[config.mk]
export PLATFORM = sky130hd
export DESIGN_NAME = otp_ctrl_ecc_scrub
export DESIGN_NICKNAME = d
export VERILOG_FILES = /design/src/rtl/otp_ctrl_ecc_scrub_pkg.sv /design/src/rtl/otp_ctrl_ecc_scrub_secded.sv /design/src/rtl/otp_ctrl_ecc_scrub.sv
export SDC_FILE = /design/constraint.sdc
export NUM_CORES = 1
export LEC_CHECK = 0
export ABC_CLOCK_PERIOD_IN_PS = 2350
export CAP_MARGIN = 0
export CORE_MARGIN = 2
export CORE_UTILIZATION = 51
export CTS_BUF_LIST = sky130_fd_sc_hd__clkbuf_4 sky130_fd_sc_hd__clkbuf_8
export DETAILED_ROUTE_END_ITERATION = 8
export HOLD_SLACK_MARGIN = 0.05
export PLACE_DENSITY_LB_ADDON = 0.05
export SETUP_SLACK_MARGIN = 0.4
export SLEW_MARGIN = 20
export SYNTH_ARGS = -nofsm -noshare
export SYNTH_HDL_FRONTEND = slang
export SYNTH_SLANG_ARGS = --single-unit
[constraint.sdc]
create_clock -name clk_i -period 2.35 [get_ports clk_i]
set_input_delay 0.235 -clock clk_i [delete_from_list [all_inputs] [get_ports clk_i]]
set_output_delay 0.235 -clock clk_i [all_outputs]
set_load 0.1 [all_outputs]
[src/rtl/otp_ctrl_ecc_scrub_pkg.sv]
// Shared types and constants for the OTP buffer ECC scrubber.
// Holds the sparse FSM encoding and the inverted SECDED 72/64 column table.
package otp_ctrl_ecc_scrub_pkg;

    localparam int ScrubCntWidth = 8;

    // Check bits of the all-zero data word; the code is inverted so erased storage is not valid.
    localparam logic [7:0] SecdedInv7264ZeroEcc = 8'hAA;

    // Pairwise Hamming distance >= 3, so a single upset never lands on another legal state.
    typedef enum logic [5:0] {
        ScrubIdle  = 6'b000111,
        ScrubRead  = 6'b011001,
        ScrubCheck = 6'b101010,
        ScrubWrite = 6'b110100,
        ScrubError = 6'b111111
    } scrub_state_e;

    // Hsiao-style column for data bit idx: all 56 weight-3 codes, then the first 8 weight-5 codes.
    function automatic logic [7:0] secded_col(input int unsigned idx);
        int unsigned n;
        logic [7:0]  col;
        n   = 0;
        col = '0;
        for (int w = 3; w <= 5; w += 2) begin
            for (int v = 1; v < 256; v++) begin
                if ($countones(v[7:0]) == w) begin
                    if (n == idx) col = v[7:0];
                    n++;
                end
            end
        end
        return col;
    endfunction

endpackage

[src/rtl/otp_ctrl_ecc_scrub_secded.sv]
// Inverted SECDED 72/64 decoder: corrects single-bit errors, flags double-bit errors.
// err_o: 2'b00 clean, 2'b01 corrected, 2'b10 uncorrectable.
module otp_ctrl_ecc_scrub_secded
    import otp_ctrl_ecc_scrub_pkg::*;
(
    input  logic [71:0] data_i,
    output logic [63:0] data_o,
    output logic [1:0]  err_o
);

    logic [63:0][7:0] contrib;
    logic [63:0]      flip;
    logic [7:0]       syndrome;

    for (genvar i = 0; i < 64; i++) begin : g_col
        localparam logic [7:0] Col = secded_col(i);
        assign contrib[i] = data_i[i] ? Col : 8'h00;
        assign flip[i]    = (syndrome == Col);
    end

    always_comb begin
        syndrome = data_i[71:64] ^ SecdedInv7264ZeroEcc;
        for (int i = 0; i < 64; i++) begin
            syndrome = syndrome ^ contrib[i];
        end
    end

    assign data_o = data_i[63:0] ^ flip;

    // Data columns all have odd weight, so an odd syndrome means exactly one flipped bit.
    always_comb begin
        err_o = 2'b00;
        if (syndrome != 8'h00) begin
            err_o = (^syndrome) ? 2'b01 : 2'b10;
        end
    end

endmodule

[src/rtl/otp_ctrl_ecc_scrub.sv]
// Background scrubber for an ECC-protected OTP partition buffer: reads every word,
// writes back corrected data on single-bit errors and locks up on double-bit errors.
//   state  | meaning
//   Idle   | waiting for start_i
//   Read   | issuing (or, while paused, holding) the read of addr
//   Check  | decoding the codeword returned for addr
//   Write  | issuing (or, while paused, holding) the corrected write-back
//   Error  | uncorrectable error seen; terminal until reset
module otp_ctrl_ecc_scrub
    import otp_ctrl_ecc_scrub_pkg::*;
#(
    parameter  int Depth    = 128,
    parameter  int CntWidth = ScrubCntWidth,
    localparam int Aw       = (Depth > 1) ? $clog2(Depth) : 1
) (
    input  logic                clk_i,
    input  logic                rst_ni,
    input  logic                start_i,
    input  logic                pause_i,
    output logic                busy_o,
    output logic                done_o,
    output logic                mem_req_o,
    output logic [Aw-1:0]       mem_addr_o,
    input  logic [71:0]         mem_rdata_i,
    output logic                mem_wren_o,
    output logic [63:0]         mem_wdata_o,
    output logic [CntWidth-1:0] corr_cnt_o,
    output logic                fatal_err_o
);

    localparam logic [Aw-1:0]       LastAddr = Aw'(Depth - 1);
    localparam logic [CntWidth-1:0] CntMax   = '1;

    scrub_state_e        state_q, state_d;
    logic [Aw-1:0]       addr_q, addr_d;
    logic                busy_q, busy_d;
    logic                done_q, done_d;
    logic                req_q, req_d;
    logic                wren_q, wren_d;
    logic [63:0]         wdata_q, wdata_d;
    logic [CntWidth-1:0] cnt_q, cnt_d;
    logic                fatal_q, fatal_d;
    logic                word_done;
    logic [63:0]         dec_data;
    logic [1:0]          dec_err;

    otp_ctrl_ecc_scrub_secded u_dec (
        .data_i (mem_rdata_i),
        .data_o (dec_data),
        .err_o  (dec_err)
    );

    always_ff @(posedge clk_i or negedge rst_ni) begin
        if (!rst_ni) begin
            state_q <= ScrubIdle;
            addr_q  <= '0;
            busy_q  <= 1'b0;
            done_q  <= 1'b0;
            req_q   <= 1'b0;
            wren_q  <= 1'b0;
            wdata_q <= '0;
            cnt_q   <= '0;
            fatal_q <= 1'b0;
        end else begin
            state_q <= state_d;
            addr_q  <= addr_d;
            busy_q  <= busy_d;
            done_q  <= done_d;
            req_q   <= req_d;
            wren_q  <= wren_d;
            wdata_q <= wdata_d;
            cnt_q   <= cnt_d;
            fatal_q <= fatal_d;
        end
    end

    // A strobe flop being high means the access is issued this cycle, so leave the state.
    always_comb begin : p_next
        state_d   = state_q;
        addr_d    = addr_q;
        word_done = 1'b0;
        case (state_q)
            ScrubIdle: begin
                if (start_i) begin
                    state_d = ScrubRead;
                    addr_d  = '0;
                end
            end
            ScrubRead: begin
                if (req_q) state_d = ScrubCheck;
            end
            ScrubCheck: begin
                case (dec_err)
                    2'b00:   word_done = 1'b1;
                    2'b01:   state_d   = ScrubWrite;
                    default: state_d   = ScrubError;
                endcase
            end
            ScrubWrite: begin
                if (wren_q) word_done = 1'b1;
            end
            ScrubError: state_d = ScrubError;
            default:    state_d = ScrubError;
        endcase
        if (word_done) begin
            if (addr_q == LastAddr) begin
                state_d = ScrubIdle;
                addr_d  = '0;
            end else begin
                state_d = ScrubRead;
                addr_d  = addr_q + Aw'(1);
            end
        end
    end

    always_comb begin : p_out
        req_d   = (state_d == ScrubRead) && !pause_i;
        wren_d  = (state_d == ScrubWrite) && !pause_i;
        busy_d  = (state_d == ScrubRead) || (state_d == ScrubCheck) || (state_d == ScrubWrite);
        done_d  = word_done && (addr_q == LastAddr);
        fatal_d = fatal_q || (state_d == ScrubError);
        wdata_d = wdata_q;
        cnt_d   = cnt_q;
        if ((state_q == ScrubCheck) && (dec_err == 2'b01)) begin
            wdata_d = dec_data;
            if (cnt_q != CntMax) cnt_d = cnt_q + CntWidth'(1);
        end
    end

    assign busy_o      = busy_q;
    assign done_o      = done_q;
    assign mem_req_o   = req_q;
    assign mem_addr_o  = addr_q;
    assign mem_wren_o  = wren_q;
    assign mem_wdata_o = wdata_q;
    assign corr_cnt_o  = cnt_q;
    assign fatal_err_o = fatal_q;

endmodule

Word-level counts from Yosys, hierarchy flattened --
Index checks and enable logic that the tools add are counted.
Cells by class: add/sub/neg operators 2, equal/unequal tests 75, muxes and demuxes 79, bitwise logic cells 66, reductions and logical operators 15
Operators with widths (count):
- XOR 8 bit | 64
- equality test 8 bit, second input constant | 21
- two-way mux 8 bit | 21
- two-way mux 7 bit | 21
- equality test 8 x 7 -> 1 bit, second input constant | 17
- equality test 8 x 6 -> 1 bit, second input constant | 15
- two-way mux 6 bit | 18
- XOR 64 bit | 1
- equality test 8 x 5 -> 1 bit, second input constant | 7
- two-way mux 5 bit | 8
- equality test 6 bit, second input constant | 5
- equality test 8 x 4 -> 1 bit, second input constant | 3
- one-hot mux 6 bit (4 select lines) | 1
- equality test 6 x 5 -> 1 bit, second input constant | 2
- two-way mux 4 bit | 3
- one-hot mux 6 bit (2 select lines) | 1
- adder 8 x 1 -> 8 bit, second input constant | 1
- equality test 8 x 3 -> 1 bit, second input constant | 1
- inequality test 8 bit, second input constant | 1
- nonzero test 8 bit | 1
- parity 8 bit | 1
- adder 7 x 1 -> 7 bit, second input constant | 1
- equality test 7 bit, second input constant | 1
- equality test 6 x 3 -> 1 bit, second input constant | 1
- 12 further kinds | 21
Storage, ports and cells: bits in registers 90, output and inout bits 84

Logic depth before layout (Yosys ltp) --
Gate-level depths: netlist of the first run.
word-level depth 75, depth in mapped cells 16, depth with buffers taken out 13

Hierarchy --
A second synthesis of the first run with hierarchy kept.
Unflattened totals: cells, all modules 576, area, all modules 6947.9 um2
Modules (own cells, without submodules):
- otp_ctrl_ecc_scrub | instances 1, cells an instance 246, area each 3978.8 um2, sequential area each 2255.9 um2
- otp_ctrl_ecc_scrub_secded | instances 1, cells an instance 330, area each 2969.1 um2, sequential area each 0.0 um2

Worst setup path after synthesis of the first run --
Ideal clock, no wire load.
kind input-to-reg, start point input port mem_rdata_i[47], end point register state_q[3], setup time 0.124 ns, arrival time 3.222 ns, slack -0.996 ns, stages 15, path buffers 3, path through xor2_1 -> xnor2_1 -> xnor2_1 -> xor2_1 -> xnor2_1 -> xor2_1 -> ha_1 -> clkbuf_1 -> and2_1 -> clkbuf_1 -> nand2_1 -> o31ai_1 -> clkbuf_1 -> nand3_1 -> o31a_1
On the way: word-level cells in the longest chain between the ends 25
Ends and longest elaborated chain:
- from (decl) | line otp_ctrl_ecc_scrub.sv:24 | input logic [71:0] mem_rdata_i,
- two-way mux 8 bit * | line otp_ctrl_ecc_scrub_secded.sv:17 | assign contrib[i] = data_i[i] ? Col : 8'h00;
- XOR 8 bit * (17 in a row) | line otp_ctrl_ecc_scrub_secded.sv:24 | syndrome = syndrome ^ contrib[i];
- parity 8 bit | line otp_ctrl_ecc_scrub_secded.sv:34 | err_o = (^syndrome) ? 2'b01 : 2'b10;
- two-way mux 2 bit | line otp_ctrl_ecc_scrub_secded.sv:34
- two-way mux 2 bit * | line otp_ctrl_ecc_scrub_secded.sv:33 | if (syndrome != 8'h00) begin
- equality test 2 x 1 -> 1 bit / zero test 2 bit (equally long branches) | line otp_ctrl_ecc_scrub.sv:93 | case (dec_err)
- one-hot mux 6 bit (2 select lines) / two-way mux 1 bit (equally long branches) | line otp_ctrl_ecc_scrub.sv:93
- one-hot mux 6 bit (4 select lines) / one-hot mux 1 bit (2 select lines) (equally long branches) | line otp_ctrl_ecc_scrub.sv:82 | case (state_q)
- two-way mux 6 bit * | line otp_ctrl_ecc_scrub.sv:105 | if (word_done) begin
- via state_d[3] | line otp_ctrl_ecc_scrub.sv:34 | scrub_state_e state_q, state_d;
- to (signal assigned) | line otp_ctrl_ecc_scrub.sv:55 | state_q <= ScrubIdle;
- to (signal assigned) | line otp_ctrl_ecc_scrub.sv:65 | state_q <= state_d;
- to (decl) | line otp_ctrl_ecc_scrub.sv:34
The timed path passes the listed nets; every way through them passes the cells marked *. A chain may end at the register's enable or synchronous reset.

Worst setup path after layout of the first run --
start point input port mem_rdata_i[52], end point register wdata_q[43] (netlist: mem_wdata_o[43])
On the way: word-level cells in the longest chain between the ends 18
Ends and longest elaborated chain:
- two-way mux 8 bit * | line otp_ctrl_ecc_scrub_secded.sv:17
- XOR 8 bit * (12 in a row) | line otp_ctrl_ecc_scrub_secded.sv:24
- parity 8 bit | line otp_ctrl_ecc_scrub_secded.sv:34
- two-way mux 2 bit | line otp_ctrl_ecc_scrub_secded.sv:34
- two-way mux 2 bit | line otp_ctrl_ecc_scrub_secded.sv:33
- equality test 2 x 1 -> 1 bit | line otp_ctrl_ecc_scrub.sv:124 | if ((state_q == ScrubCheck) && (dec_err == 2'b01)) begin
- logical AND 1 bit | line otp_ctrl_ecc_scrub.sv:124
- to (signal assigned) | line otp_ctrl_ecc_scrub.sv:71 | wdata_q <= wdata_d;
- to (decl) | line otp_ctrl_ecc_scrub.sv:40 | logic [63:0] wdata_q, wdata_d;
Every way passes the cells marked *; elsewhere a longest branch is shown, timed or not.

==> impl_summary.log, run 1 <==
INFO  metric outcome = finished, violations left
INFO  metric failed_checks = negative setup slack
INFO  metric report.final.slew_viol_count = 0
INFO  metric post-synth-top-area-cell = sky130_fd_sc_hd__dfrtp_1
INFO  metric worst_slew_pin_slew = 657.0 ps
INFO  metric hold_ws = 173.8 ps
INFO  metric synth.cell_area = 6180 sq um
INFO  metric postSynth.topFlopCell = sky130_fd_sc_hd__dfrtp_1
INFO  metric ys_top_cells_by_area = sky130_fd_sc_hd__dfrtp_1 35%, sky130_fd_sc_hd__xnor2_1 18%, sky130_fd_sc_hd__xor2_1 12%
INFO  metric synth_edf_count = 0
INFO  metric hold_viol = 0
INFO  metric worstPathCellList = buf_2 -> xor2_2 -> xnor2_2 -> xnor2_2 -> xnor2_1 -> xor2_1 -> inv_1 -> ha_4 -> xor2_2 -> xnor2_2 -> xnor2_2 -> a311oi_4 -> buf_6 -> buf_12 -> clkbuf_16 -> nor2_1 -> a21oi_1
INFO  metric cp_data_arrival_time = 3510 ps
INFO  metric fin_nets = 1100
INFO  metric gr-usage-all-layers = 36.48%
INFO  metric rsz_0062_raised_after_global_routing = yes
INFO  metric drt_iter0_drc = 948
INFO  metric routed-via-count = 7048
INFO  metric final_layout_size_suffix_gt1_share = 53.79%
INFO  metric final_critical_path_setup_slack = -834.7 ps
INFO  metric ios = 160
INFO  metric fillCellCount = 459
INFO  metric grt_antenna_before_repair = 0
INFO  metric syn_to_final_growth = 75.62%
INFO  metric start_util = 51.88%
INFO  metric preCtsSetupSlack = -1473 ps
INFO  metric number_of_antenna_cells_inserted = 0
INFO  metric fin_util = 91.11%
INFO  metric required = 2680 ps
INFO  metric die_height = 114.1 um
INFO  metric grt_residual_overflow = 0
INFO  metric synth.yosys.warnings = 0
INFO  metric drt_pass1_iterations = 5
INFO  metric cts_htree_levels = 3
INFO  metric setup_violations = 90
INFO  metric layout_min_cycle_time = 3185 ps
INFO  metric critical_path.endpoint_type = flop
INFO  metric grt_pass1_vias = 6691
INFO  metric final_cell_mix = 239 x sky130_fd_sc_hd__buf_4, 87 x sky130_fd_sc_hd__dfrtp_1, 72 x sky130_fd_sc_hd__xor2_1
INFO  metric hold_path_class = input port to flop
INFO  metric syn_avg_cell_area = 9.196 sq um
INFO  metric tritoncts_num_sinks = 90
INFO  metric routed_wirelength = 28460 um
INFO  metric die_width = 114.1 um
INFO  metric avgRoutedWirePerCell = 24.49 um
INFO  metric grt_pass1_wl = 35930 um
INFO  metric biggest_fanout_along_the_worst_timing_path = 6
INFO  metric clk-insertion-delay-late = 400 ps
INFO  metric worst-setup-path-type = input port to flop
INFO  metric asyncSetResetFlopFracSynth = 100.0%
INFO  metric netlist-cell-type-count = 44
INFO  metric post_synth_inst_count = 672
INFO  metric cts-buffers-inserted = 9
INFO  metric sequential_fraction_of_the_synthesis_area = 36.51%
INFO  metric cts_max_path_buffers = 2
INFO  metric maxClockFrequency = 314.0 MHz
INFO  metric port-buffer-count = 159
INFO  metric root_buffer_selected_by_cts = sky130_fd_sc_hd__clkbuf_8
INFO  metric cpMostUsedCell = sky130_fd_sc_hd__xnor2_2
INFO  metric yosys_register_bits = 90
INFO  metric worst_path_dominant_cell_family = XOR/XNOR gates
INFO  metric cap_viol_max_count = 0
INFO  metric place.gp.congestion = 1.049
INFO  metric fp.dieArea = 13010 sq um
INFO  metric detail_route.vias_per_cell = 6.065
INFO  metric synth.net_count = 762
INFO  metric crit_share_post_route = 135.5%
INFO  metric layout.cells.most_common = sky130_fd_sc_hd__buf_4
INFO  metric dp_hpwl = 15880 um
INFO  metric grt_max_degree = 51
INFO  metric drtAntennaViolNets = 0
INFO  metric route.detailed.drc = 0
INFO  metric critPathLaunchType = input port
INFO  metric slowest_stage = sky130_fd_sc_hd__xnor2_2
INFO  metric max-slew-margin-rel = 56.20%
INFO  metric cp_slowest_stage_delay = 310 ps
INFO  metric floorplan.rows = 40
INFO  metric skew = 10.47 ps
INFO  metric cts_tree = done
INFO  metric worst-path-buf-inv = 5
INFO  metric core = 11910 sq um
INFO  metric clk_pin_slew_worst_paths = 100 ps
INFO  metric yosysTopAreaCellShare = 35.23%
layer usage:
metal  track usage, %  part of all wire [%]  up-vias
li1                 -                     -     2926
met1            45.48                    36     3419
met2            62.98                    50      542
met3            4.500                   7.7      161
met4            17.72                   6.8        0
met5                0                     0        -
layout make-up:
class,count,area (sq um),share of cell area (%)
Timing Repair Buffer,357,3112,28.67
Clock buffer,10,137.6,1.268
Inverter,10,37.54,0.3459
Clock inverter,6,88.84,0.8185
Multi-Input combinational cell,542,5037,46.41
Tap cell,147,183.9,1.695
Sequential cell,90,2256,20.79
state kept, by name, summed over array words and instances (netlist names):
name         cells
mem_wdata_o     64
corr_cnt_o       8
mem_addr_o       7
state_q          6
busy_o           1
done_o           1
fatal_err_o      1
mem_req_o        1
mem_wren_o       1
worst reg2reg max path, cell delays in order (launching register included):
cell	delay [ps]
sky130_fd_sc_hd__dfrtp_1	390
sky130_fd_sc_hd__nor2b_1	270
sky130_fd_sc_hd__nand4b_1	330
sky130_fd_sc_hd__a311oi_4	450
sky130_fd_sc_hd__buf_6	210
sky130_fd_sc_hd__buf_12	160
sky130_fd_sc_hd__clkbuf_16	160
sky130_fd_sc_hd__nor2_1	60
sky130_fd_sc_hd__a21oi_1	140
through the flow:
stage	cells	cell area (sq um)	setup TNS, ps
4_1_cts	1143	10190	-33520
3_3_place_gp	1091	8852	-123770
6_report	1162	10850	-61860
2_1_floorplan	672	6307	-50560
3_5_place_dp	1091	8852	-120060
5_1_grt	1162	10850	-71410
synth_stat cells, types with 2 or more instances:
cell	instances
sky130_fd_sc_hd__nor2b_1	6
sky130_fd_sc_hd__nand2_1	26
sky130_fd_sc_hd__ha_1	14
sky130_fd_sc_hd__nand4b_1	3
sky130_fd_sc_hd__inv_1	10
sky130_fd_sc_hd__o211ai_1	15
sky130_fd_sc_hd__a21oi_1	73
sky130_fd_sc_hd__nor3_1	5
sky130_fd_sc_hd__xnor2_1	126
sky130_fd_sc_hd__o21a_1	4
sky130_fd_sc_hd__dfstp_2	3
sky130_fd_sc_hd__o21ai_0	8
sky130_fd_sc_hd__nand4_1	13
sky130_fd_sc_hd__and2_1	5
sky130_fd_sc_hd__dfrtp_1	87
sky130_fd_sc_hd__clkbuf_1	15
sky130_fd_sc_hd__xor2_1	87
sky130_fd_sc_hd__nor3b_1	2
sky130_fd_sc_hd__a221o_1	2
sky130_fd_sc_hd__buf_2	14
sky130_fd_sc_hd__mux2_2	2
sky130_fd_sc_hd__nand3_1	36
sky130_fd_sc_hd__xnor3_1	3
sky130_fd_sc_hd__and3_1	12
sky130_fd_sc_hd__and4b_1	2
sky130_fd_sc_hd__nand3b_1	3
sky130_fd_sc_hd__nand2b_1	2
sky130_fd_sc_hd__o31a_1	2
sky130_fd_sc_hd__nor2_1	77
worst paths after layout:
kind / cells after the start / slack [ps] / start / to
max: 17 / -830 / mem_rdata_i[52] / mem_wdata_o[43]$_DFFE_PN0P_
max reg2reg: 8 / 110 / state_q[3]$_DFF_PN0_ / mem_wdata_o[43]$_DFFE_PN0P_
min in group asynchronous: 2 / 360 / rst_ni / corr_cnt_o[7]$_DFFE_PN0P_
min: 3 / 170 / mem_rdata_i[51] / mem_wdata_o[51]$_DFFE_PN0P_
max in group asynchronous: 3 / 1260 / rst_ni / state_q[2]$_DFF_PN1_
min reg2reg: 1 / 510 / fatal_err_o$_DFF_PN0_ / fatal_err_o$_DFF_PN0_
repair_timing:
action	in CTS	in global routing
hold buffers	1	0
buffers inserted	28	16
endpoints found under the setup margin	90	90
hold endpoints to repair	40	0
gates cloned	7	3
pin swaps	75	37
resized for setup	437	102
kinds of logic after synthesis:
group	after synthesis	synth area share (%)
AO/OA/AOI/OAI	110	10.47
XOR/XNOR	216	31.28
adder cells (fa/ha/maj)	14	2.835
buffers and inverters	40	2.713
flip-flops	90	36.51
multiplexers	3	0.5264
AND/OR/NAND/NOR	199	15.67
Power of run 1 is left out: the tool's default activity adds up to more than one toggle a clock period on the data nets, which glitch-free logic cannot reach.
==> run 2: changes to the inputs <==
Settings changed: CTS_CLUSTER_DIAMETER set to 120.
==> results of run 2 <==
The final DEF is identical to that of run 1; final timing and power are the same.
Power of run 2 is left out for the same reason.
